### src/rtl/sevenseg_scan5.sv
// sevenseg_scan5: 5-digit multiplexed seven-segment driver with frame-aligned commit
// and leading-zero blanking; an/seg are registered and lag the scan index by one cycle.
module sevenseg_scan5 #(
    parameter int REFRESH_DIV = 50000
) (
    input  logic       clk,
    input  logic       reset,
    input  logic [3:0] bcd4,
    input  logic [3:0] bcd3,
    input  logic [3:0] bcd2,
    input  logic [3:0] bcd1,
    input  logic [3:0] bcd0,
    input  logic       load,
    input  logic       blank_lz,
    input  logic       enable,
    output logic [4:0] an,
    output logic [6:0] seg,
    output logic       frame_done
);
    localparam int DW = $clog2(REFRESH_DIV);

    logic [DW-1:0] div_q, div_d;
    logic [2:0]    idx_q, idx_d;
    logic [19:0]   shadow_q, shadow_d, disp_q, disp_d;
    logic          pending_q, pending_d;
    logic [4:0]    an_q, an_d;
    logic [6:0]    seg_q, seg_d;
    logic          fd_q, fd_d;
    logic          tc, wrap, blank;
    logic [3:0]    dig [5];
    logic [3:0]    cur;
    logic [4:0]    zero;

    function automatic logic [6:0] dec(input logic [3:0] v);
        case (v)
            4'd0:    dec = 7'h40;
            4'd1:    dec = 7'h79;
            4'd2:    dec = 7'h24;
            4'd3:    dec = 7'h30;
            4'd4:    dec = 7'h19;
            4'd5:    dec = 7'h12;
            4'd6:    dec = 7'h02;
            4'd7:    dec = 7'h78;
            4'd8:    dec = 7'h00;
            4'd9:    dec = 7'h10;
            default: dec = 7'h3F;
        endcase
    endfunction

    always_comb begin
        tc        = div_q == DW'(REFRESH_DIV - 1);
        wrap      = tc && idx_q == 3'd4;
        div_d     = tc ? '0 : div_q + DW'(1);
        idx_d     = tc ? (idx_q == 3'd4 ? 3'd0 : idx_q + 3'd1) : idx_q;
        shadow_d  = load ? {bcd4, bcd3, bcd2, bcd1, bcd0} : shadow_q;
        // commit uses the pre-edge shadow; a same-cycle load stays pending for the next frame
        disp_d    = (wrap && pending_q) ? shadow_q : disp_q;
        pending_d = load || (pending_q && !wrap);
        for (int k = 0; k < 5; k++) dig[k] = disp_q[4*k +: 4];
        zero[4] = dig[4] == 4'd0;
        for (int k = 3; k >= 0; k--) zero[k] = zero[k+1] && dig[k] == 4'd0;
        cur   = dig[idx_q];
        blank = blank_lz && idx_q != 3'd0 && zero[idx_q];
        an_d  = enable ? ~(5'b00001 << idx_q) : 5'b11111;
        seg_d = (!enable || blank) ? 7'h7F : dec(cur);
        fd_d  = wrap;
    end

    always_ff @(posedge clk or posedge reset) begin
        if (reset) begin
            div_q     <= '0;
            idx_q     <= '0;
            shadow_q  <= '0;
            disp_q    <= '0;
            pending_q <= 1'b0;
            an_q      <= 5'b11111;
            seg_q     <= 7'h7F;
            fd_q      <= 1'b0;
        end else begin
            div_q     <= div_d;
            idx_q     <= idx_d;
            shadow_q  <= shadow_d;
            disp_q    <= disp_d;
            pending_q <= pending_d;
            an_q      <= an_d;
            seg_q     <= seg_d;
            fd_q      <= fd_d;
        end
    end

    assign an         = an_q;
    assign seg        = seg_q;
    assign frame_done = fd_q;
endmodule
### config.mk
export PLATFORM = sky130hd
export DESIGN_NAME = sevenseg_scan5
export DESIGN_NICKNAME = d
export VERILOG_FILES = /design/src/rtl/sevenseg_scan5.sv
export SDC_FILE = /design/constraint.sdc
export NUM_CORES = 1
export LEC_CHECK = 0
export ABC_AREA = 1
export CELL_PAD_IN_SITES_DETAIL_PLACEMENT = 0
export CELL_PAD_IN_SITES_GLOBAL_PLACEMENT = 1
export CORE_MARGIN = 1
export CORE_UTILIZATION = 45
export CTS_BUF_LIST = sky130_fd_sc_hd__clkbuf_4 sky130_fd_sc_hd__clkbuf_8
export CTS_CLUSTER_SIZE = 8
export DETAILED_ROUTE_END_ITERATION = 16
export HOLD_SLACK_MARGIN = 0.02
export PLACE_DENSITY_LB_ADDON = 0.1
export SLEW_MARGIN = 15
export SYNTH_ARGS = -nofsm -noshare
export SYNTH_HDL_FRONTEND = slang
export SYNTH_SLANG_ARGS = --single-unit
### constraint.sdc
create_clock -name clk -period 3.8 [get_ports clk]
set_input_delay 0.76 -clock clk [delete_from_list [all_inputs] [get_ports clk]]
set_output_delay 0.76 -clock clk [all_outputs]
set_load 0.03 [all_outputs]
==> tab_implementation.tex, run 1 <==
\begin{tabular}{lr}
\hline
Metric & Value \\
\hline
\multicolumn{2}{l}{\textbf{Outcome}} \\
Run status & completed \\
\multicolumn{2}{l}{\textbf{Global routing}} \\
Pin count of the biggest net entering global routing & 43 \\
Gr ovfl total & 0 \\
All-layer global routing usage & 0.194 \\
Antenna violations before repair & 0 \\
Number of global-route vias before repair & approximately 2800 \\
First-pass GRT wire length & approximately 13 mm \\
\multicolumn{2}{l}{\textbf{Pwr}} \\
IR drop worst, VDD & 0.000155 V \\
Leakage component of the power & 2.19 nW \\
Power Dens Cells & between 300 and 400 nW/um\^{}2 \\
\multicolumn{2}{l}{\textbf{Worst setup path}} \\
Type of element launching the critical path & register \\
WP data required & $\sim$3000 ps \\
Worst Path Max Fanout & 1 \\
Arrival time worst endpoint & about 1500 ps \\
Critical Path Sink Type & output port \\
Chain of cells forming the critical path & clkdlybuf4s50\_1 \\
Slowest cell delay on critical path & $\sim$660 ps \\
Worst-path cell with the longest stage delay & sky130\_fd\_sc\_hd\_\_clkdlybuf4s50\_1 \\
Critical path buffer and inverter count & 1 \\
Largest delay contributor family on the critical path & buffers and inverters \\
Kind of critical path & register to output port \\
\multicolumn{2}{l}{\textbf{Synth}} \\
Post-synthesis async set-or-reset flop share & 1.00 \\
Post-synthesis net count & 485 \\
Most used standard cell by instance count after synthesis & sky130\_fd\_sc\_hd\_\_nand2\_1 \\
Post-synthesis instance area & between 3000 and 4000 um\^{}2 \\
Number of flops mapped to enable cells by yosys & 0 \\
Top cell type's share of synthesized area & 0.425 \\
Post-synthesis instance total & roughly 450 \\
Library cell occupying the most area in the post-synthesis netlist & sky130\_fd\_sc\_hd\_\_dfrtp\_1 \\
Most common library cells after synthesis & 176 x sky130\_fd\_sc\_hd\_\_nand2\_1, 61 x sky130\_fd\_sc\_hd\_\_dfrtp\_1, 37 x sky130\_fd\_sc\_hd\_\_inv\_1, 36 x sky130\_fd\_sc\_hd\_\_nor2\_1, 30 x sky130\_fd\_sc\_hd\_\_nand3\_1 \\
Sequential element share of the synthesized area & 0.513 \\
Mean post-synth cell area & 8.00 um\^{}2 \\
Unique cell type count in the Yosys netlist & 29 \\
Flops \& latches, synth & 73 \\
Warning count from the yosys run & 0 \\
Main flop type after synthesis & sky130\_fd\_sc\_hd\_\_dfrtp\_1 \\
Leading cell types by total area after synthesis & sky130\_fd\_sc\_hd\_\_dfrtp\_1 43\%, sky130\_fd\_sc\_hd\_\_nand2\_1 18\%, sky130\_fd\_sc\_hd\_\_dfstp\_2 8.8\% \\
\multicolumn{2}{l}{\textbf{Clock network}} \\
Largest buffer count on any clock path & 2 \\
Clock root buffer master & sky130\_fd\_sc\_hd\_\_clkbuf\_8 \\
Setup repair bufs after CTS & 0 \\
Total number of clock tree sinks & between 70 and 80 \\
Number of resized instances in the post-cts repair step & 0 \\
Post-CTS clock slew at the launch and capture registers of the worst setup and hold paths & approximately 70 ps \\
TritonCTS buffer count & 9 \\
Number of H-tree levels & 3 \\
Worst skew pair latency & approximately 340 ps \\
Hold-fix buffers at CTS & 0 \\
Clock tree from TritonCTS & yes \\
\multicolumn{2}{l}{\textbf{Routing}} \\
Count of unresolved DRC violations after routing & 0 \\
Via count & between 2000 and 3000 \\
Met3 WL post-DR & 258 um \\
Count of nets left with antenna violations after detail routing & 0 \\
Count of TritonRoute iterations in the first routing pass & 4 \\
Number of design-rule violations left by the first detailed-router iteration & 124 \\
Mean number of vias per cell & just under 5 \\
WL met1 & 3.51 mm \\
Total length of routed wires & 6.98 mm \\
Top metal layer carrying routed signals & met4 \\
Wire length on met2 & 3.09 mm \\
Post-DR wirelength/cell & roughly 12 um \\
\multicolumn{2}{l}{\textbf{Min path}} \\
Hold crit path type & register to register \\
\multicolumn{2}{l}{\textbf{Cells and area}} \\
Layout filler cell count & 746 \\
Fraction of final layout cells sized beyond drive strength 1 & 0.0959 \\
Antenna cells & 0 \\
Layout Utilization & 0.547 \\
Non-filler cells, final & around 590 \\
Number of nets in the final layout & roughly 520 \\
Area growth, synth to finish & 17.8\% \\
\multicolumn{2}{l}{\textbf{Floorplan}} \\
Horiz. Die Dim & $\sim$91 um \\
Die H & approximately 91 um \\
Total die area & 8340 um\^{}2 \\
Number of top-level design ports & 38 \\
Core Area & a little under 8000 um\^{}2 \\
Number of standard-cell rows in the floorplan & 32 \\
Initial Utilization & 0.465 \\
\multicolumn{2}{l}{\textbf{Placed design}} \\
Post-DP HPWL & slightly above 5 mm \\
Buffers added on ports & 37 \\
Routability congestion estimate & about 0.84 \\
Placed insts & around 580 \\
\multicolumn{2}{l}{\textbf{STA}} \\
Transition at the pin with the smallest max-transition slack & approximately 700 ps \\
RSZ-0062 raised after global routing & false \\
Final clock skew & 10.0 ps \\
Tightest slew margin relative to the limit & 0.533 \\
Final cycle utilization of the critical path & 0.600 \\
Total Negative Setup Slacks & 0 ps \\
Time the worst path needs with I/O delays and setup & $\sim$2300 ps \\
Final count of hold timing violations & 0 \\
Endpoints failing setup & 0 \\
Max Clk Rate & between 0.4 and 0.5 GHz \\
Final number of max-transition violations & 0 \\
\multicolumn{2}{l}{\textbf{Run}} \\
Count of maximum capacitance violations & 0 \\
\hline
\end{tabular}
per-stage QoR:
stage | area, um^2 | hold WS (ps) | setup slack, ps | power [mW]
finish | 4230 | 459 | 1520 | 1.48
detailed placement | 4050 | 457 | 1610 | 0.926
global route | 4230 | 494 | 1310 | 1.54
floorplan | 3590 | 433 | 1210 | 0.876
CTS | 4230 | 467 | 1490 | 1.50
global placement | 4050 | 454 | 1640 | 0.924
cell type report:
| class | instances | area [um^2] | area share |
|---|---|---|---|
| Sequential cell | 73 | 1840 | 0.435 |
| Timing Repair Buffer | 41 | 413 | 0.0976 |
| Clock inverter | 6 | 60.1 | 0.0142 |
| Tap cell | 102 | 128 | 0.0302 |
| Clock buffer | 9 | 124 | 0.0293 |
| Multi-Input combinational cell | 317 | 1500 | 0.354 |
| Inverter | 44 | 165 | 0.0390 |
cell families (layout without fill, tap and decap cells):
family	after synthesis	after routing	synth area share
adders and majority gates	11	11	0.0383
AOI/OAI and AO/OA	13	13	0.0206
buffers and inverters	59	100	0.0697
xor gates and xnor gates	7	7	0.0171
DFF	73	73	0.513
and+or+nand+nor	286	286	0.341
state kept, by name (all words and copies together), names as in the netlist:
| signal | flops |
|---|---|
| disp_q | 20 |
| shadow_q | 20 |
| div_q | 16 |
| seg | 7 |
| an | 5 |
| idx_q | 3 |
| frame_done | 1 |
| pending_q | 1 |
where the power goes:
group | internal, mW | total [mW] | switching (mW)
Clock | 0.296 | 0.573 | 0.277
Combinational | 0.0431 | 0.0924 | 0.0493
Sequential | 0.804 | 0.816 | 0.0123
final timing paths:
| kind | from | depth (start not counted) | endpoint | slack, ps |
|---|---|---|---|---|
| worst max-delay path | an[0] | 1 | an[0] | 1520 |
| worst min-delay path | div_q[0] | 1 | div_q[0] | 460 |
| worst max register to register | idx_q[0] | 8 | disp_q[0] | 1610 |
| worst min register to register | div_q[0] | 1 | div_q[0] | 460 |
| max in group asynchronous | reset | 3 | seg[6] | 2260 |
| min in group asynchronous | reset | 2 | div_q[14] | 840 |
layout by cell type, fill, tap and decap left out, types with 9 or more instances in the layout:
master and instances:
sky130_fd_sc_hd__dfstp_2 12, sky130_fd_sc_hd__dfrtp_1 61, sky130_fd_sc_hd__nand2_1 176, sky130_fd_sc_hd__nand3_1 30, sky130_fd_sc_hd__clkdlybuf4s50_1 37, sky130_fd_sc_hd__nand4_1 26, sky130_fd_sc_hd__nor2_1 36, sky130_fd_sc_hd__ha_1 11
sky130_fd_sc_hd__inv_1 36, sky130_fd_sc_hd__clkbuf_8 9
metal layers:
layer,vias up,global-route usage
li1,1498,-
met1,1294,0.267
met2,62,0.297
met3,12,0.0352
met4,0,0.0926
met5,-,0
(Power assumes the default switching activity.)
==> inputs of run 2 (changes only) <==
--- a/config.mk
+++ b/config.mk
@@ -9,7 +9,7 @@
 export CELL_PAD_IN_SITES_DETAIL_PLACEMENT = 0
 export CELL_PAD_IN_SITES_GLOBAL_PLACEMENT = 1
 export CORE_MARGIN = 1
-export CORE_UTILIZATION = 45
+export CORE_UTILIZATION = 44
 export CTS_BUF_LIST = sky130_fd_sc_hd__clkbuf_4 sky130_fd_sc_hd__clkbuf_8
 export CTS_CLUSTER_SIZE = 8
 export DETAILED_ROUTE_END_ITERATION = 16
==> constraint.sdc (replaced) <==
create_clock -name clk -period 2.2 [get_ports clk]
set_input_delay 0.44 -clock clk [delete_from_list [all_inputs] [get_ports clk]]
set_output_delay 0.44 -clock clk [all_outputs]
set_load 0.03 [all_outputs]
==> tab_implementation.tex, run 2 (synthesis gave the netlist of run 1 again) <==
\begin{tabular}{lr}
\hline
Metric & Value \\
\hline
\multicolumn{2}{l}{\textbf{STA}} \\
Final clock skew & 14.6 ps (was 10.0 ps) \\
Transition at the pin with the smallest max-transition slack & 672 ps (was 701 ps) \\
Endpoints failing setup & 0 (unchanged) \\
Tightest slew margin relative to the limit & 0.551 (was 0.533) \\
Total Negative Setup Slacks & 0 ps (unchanged) \\
Final number of max-transition violations & 0 (unchanged) \\
Final cycle utilization of the critical path & 0.889 \\
RSZ-0062 raised after global routing & false (unchanged) \\
Max Clk Rate & a little over 0.5 GHz \\
Time the worst path needs with I/O delays and setup & between 1500 and 2000 ps \\
Final count of hold timing violations & 0 (unchanged) \\
\multicolumn{2}{l}{\textbf{Cells and area}} \\
Number of nets in the final layout & 524 (was 522) \\
Layout filler cell count & 761 (was 746) \\
Top library cells by usage in the layout, fill and taps aside & 176 x sky130\_fd\_sc\_hd\_\_nand2\_1, 60 x sky130\_fd\_sc\_hd\_\_dfrtp\_1, 37 x sky130\_fd\_sc\_hd\_\_clkdlybuf4s50\_1 (was 176 x sky130\_fd\_sc\_hd\_\_nand2\_1, 61 x sky130\_fd\_sc\_hd\_\_dfrtp\_1, 37 x sky130\_fd\_sc\_hd\_\_clkdlybuf4s50\_1) \\
Design Area, Final & 4280 um\^{}2 (was 4230 um\^{}2) \\
Fraction of final layout cells sized beyond drive strength 1 & 0.102 (was 0.0959) \\
Antenna cells & 0 (unchanged) \\
Largest registers ranked by flip-flop count & disp\_q (20), shadow\_q (20), div\_q (16) (unchanged) \\
Leading cell type in the layout, fill and taps excluded & sky130\_fd\_sc\_hd\_\_nand2\_1 (unchanged) \\
Area growth, synth to finish & 19.3\% (was 17.8\%) \\
\multicolumn{2}{l}{\textbf{Run}} \\
Count of maximum capacitance violations & 0 (unchanged) \\
\multicolumn{2}{l}{\textbf{Floorplan}} \\
Total die area & 8530 um\^{}2 (was 8340 um\^{}2) \\
Core Area & 7810 um\^{}2 (was 7730 um\^{}2) \\
Horiz. Die Dim & 92.3 um (was 91.3 um) \\
Number of standard-cell rows in the floorplan & 32 (unchanged) \\
Number of top-level design ports & 38 (unchanged) \\
Die H & 92.3 um (was 91.3 um) \\
Initial Utilization & 0.460 (was 0.465) \\
\multicolumn{2}{l}{\textbf{Worst setup path}} \\
Kind of critical path & register to output port (unchanged) \\
Type of element launching the critical path & register (unchanged) \\
Critical Path Sink Type & output port (unchanged) \\
WP data required & 1760 ps (was 3040 ps) \\
Chain of cells forming the critical path & clkdlybuf4s50\_1 (unchanged) \\
Levels on crit path & 1 (unchanged) \\
Worst-path cell with the longest stage delay & sky130\_fd\_sc\_hd\_\_clkdlybuf4s50\_1 (unchanged) \\
Number of cells on the worst reg-to-reg path & 9 (was 8) \\
Critical path buffer and inverter count & 1 (unchanged) \\
Worst Path Max Fanout & 1 (unchanged) \\
Largest delay contributor family on the critical path & buffers and inverters (unchanged) \\
Arrival time worst endpoint & 1520 ps (about the same) \\
Slowest cell delay on critical path & 660 ps (about the same) \\
\multicolumn{2}{l}{\textbf{Outcome}} \\
Run status & completed (unchanged) \\
\multicolumn{2}{l}{\textbf{Pwr}} \\
Fraction of power consumed by combinational cells & 0.059 (was 0.062) \\
Sequential power share & 0.518 (was 0.551) \\
Switching share of power & 0.210 (was 0.229) \\
Fraction of power consumed by the clock network & 0.423 (was 0.387) \\
Internal power of the cells & 2.15 mW (was 1.14 mW) \\
Switching power total & 0.571 mW (was 0.339 mW) \\
IR drop worst, VDD & 0.000300 V (was 0.000155 V) \\
Leakage component of the power & 2.22 nW (was 2.19 nW) \\
Power Dens Cells & 635 nW/um\^{}2 (was 350 nW/um\^{}2) \\
\multicolumn{2}{l}{\textbf{Clock network}} \\
Clock root buffer master & sky130\_fd\_sc\_hd\_\_clkbuf\_8 (unchanged) \\
Worst skew pair latency & 340 ps (about the same) \\
Post-CTS clock slew at the launch and capture registers of the worst setup and hold paths & 70 ps (about the same) \\
TritonCTS buffer count & 9 (unchanged) \\
Largest buffer count on any clock path & 2 (unchanged) \\
Setup repair bufs after CTS & 0 (unchanged) \\
Total number of clock tree sinks & 73 (unchanged) \\
Number of H-tree levels & 3 (unchanged) \\
Clock tree from TritonCTS & yes (unchanged) \\
\multicolumn{2}{l}{\textbf{Global routing}} \\
First-pass GRT wire length & 13.0 mm (was 12.8 mm) \\
Pin count of the biggest net entering global routing & 74 (was 43) \\
Number of global-route vias before repair & 2786 (was 2785) \\
Antenna violations before repair & 0 (unchanged) \\
Gr ovfl total & 0 (unchanged) \\
All-layer global routing usage & 0.193 (was 0.194) \\
\multicolumn{2}{l}{\textbf{Routing}} \\
Total length of routed wires & 7.08 mm (was 6.98 mm) \\
Count of unresolved DRC violations after routing & 0 (unchanged) \\
Count of nets left with antenna violations after detail routing & 0 (unchanged) \\
Via count & 2904 (was 2866) \\
Post-DR wirelength/cell & 11.9 um (was 11.8 um) \\
Mean number of vias per cell & 4.89 (was 4.84) \\
Number of design-rule violations left by the first detailed-router iteration & 95 (was 124) \\
Count of TritonRoute iterations in the first routing pass & 6 (was 4) \\
\multicolumn{2}{l}{\textbf{Placed design}} \\
Buffers added on ports & 37 (unchanged) \\
Cell area after placement & 4070 um\^{}2 (was 4050 um\^{}2) \\
Post-DP HPWL & 5.09 mm (was 5.14 mm) \\
Routability congestion estimate & 0.840 (was 0.839) \\
\multicolumn{2}{l}{\textbf{Min path}} \\
Hold Path Depth & 1 (unchanged) \\
Hold crit path type & register to register (unchanged) \\
\hline
\end{tabular}
-- run 2: layout make-up --
class | count | area, um^2 | share of cell area
Multi-Input combinational cell | 317 | 1500 | 0.350
Inverter | 44 | 169 | 0.0394
Tap cell | 102 | 128 | 0.0298
Sequential cell | 73 | 1840 | 0.430
Timing Repair Buffer | 43 | 428 | 0.0999
Clock inverter | 3 | 65.1 | 0.0152
Clock buffer | 12 | 153 | 0.0356
-- run 2: what timing repair did --
| item | in CTS | in global routing |
|---|---|---|
| gates resized for setup | 0 | 1 |
| setup endpoints to repair | 0 | 4 |
| hold buffers | 0 | 0 |
-- run 2: power by group through the flow --
stage / Combinational (mW) / Sequential [mW] / Clock, mW
2_1_floorplan: 0.0675 / 1.45 / 0
3_3_place_gp: 0.164 / 1.43 / 0
3_5_place_dp: 0.166 / 1.43 / 0
4_1_cts: 0.166 / 1.41 / 1.18
5_1_grt: 0.185 / 1.41 / 1.24
6_report: 0.161 / 1.41 / 1.15
-- run 2: routing by layer --
layer  part of all wire  global-route usage  vias to the layer above
met5                  0                   0                        -
met2               0.46               0.309                       59
li1                   -                   -                     1503
met1               0.49               0.265                     1330
met3              0.033              0.0345                       12
met4              0.017              0.0664                        0
-- run 2: worst paths after layout --
check / end / start / slack, ps
min in group asynchronous: div_q[15] / reset / 540
hold reg to reg: div_q[0] / div_q[0] / 470
hold / removal: div_q[0] / div_q[0] / 470
max in group asynchronous: an[4] / reset / 1340
setup / recovery: an[0] / an[0] / 240
setup reg to reg: disp_q[13] / div_q[0] / 300
-- run 2: through the flow --
step,utilization,hold WS (ps),setup slack (ps),power (mW),instances
global placement,0.521,455,227,1.60,579
detailed placement,0.521,463,203,1.60,579
CTS,0.549,475,163,2.76,594
finish,0.549,470,244,2.72,594
global route,0.549,494,48.5,2.83,594
floorplan,-,433,546,1.51,449
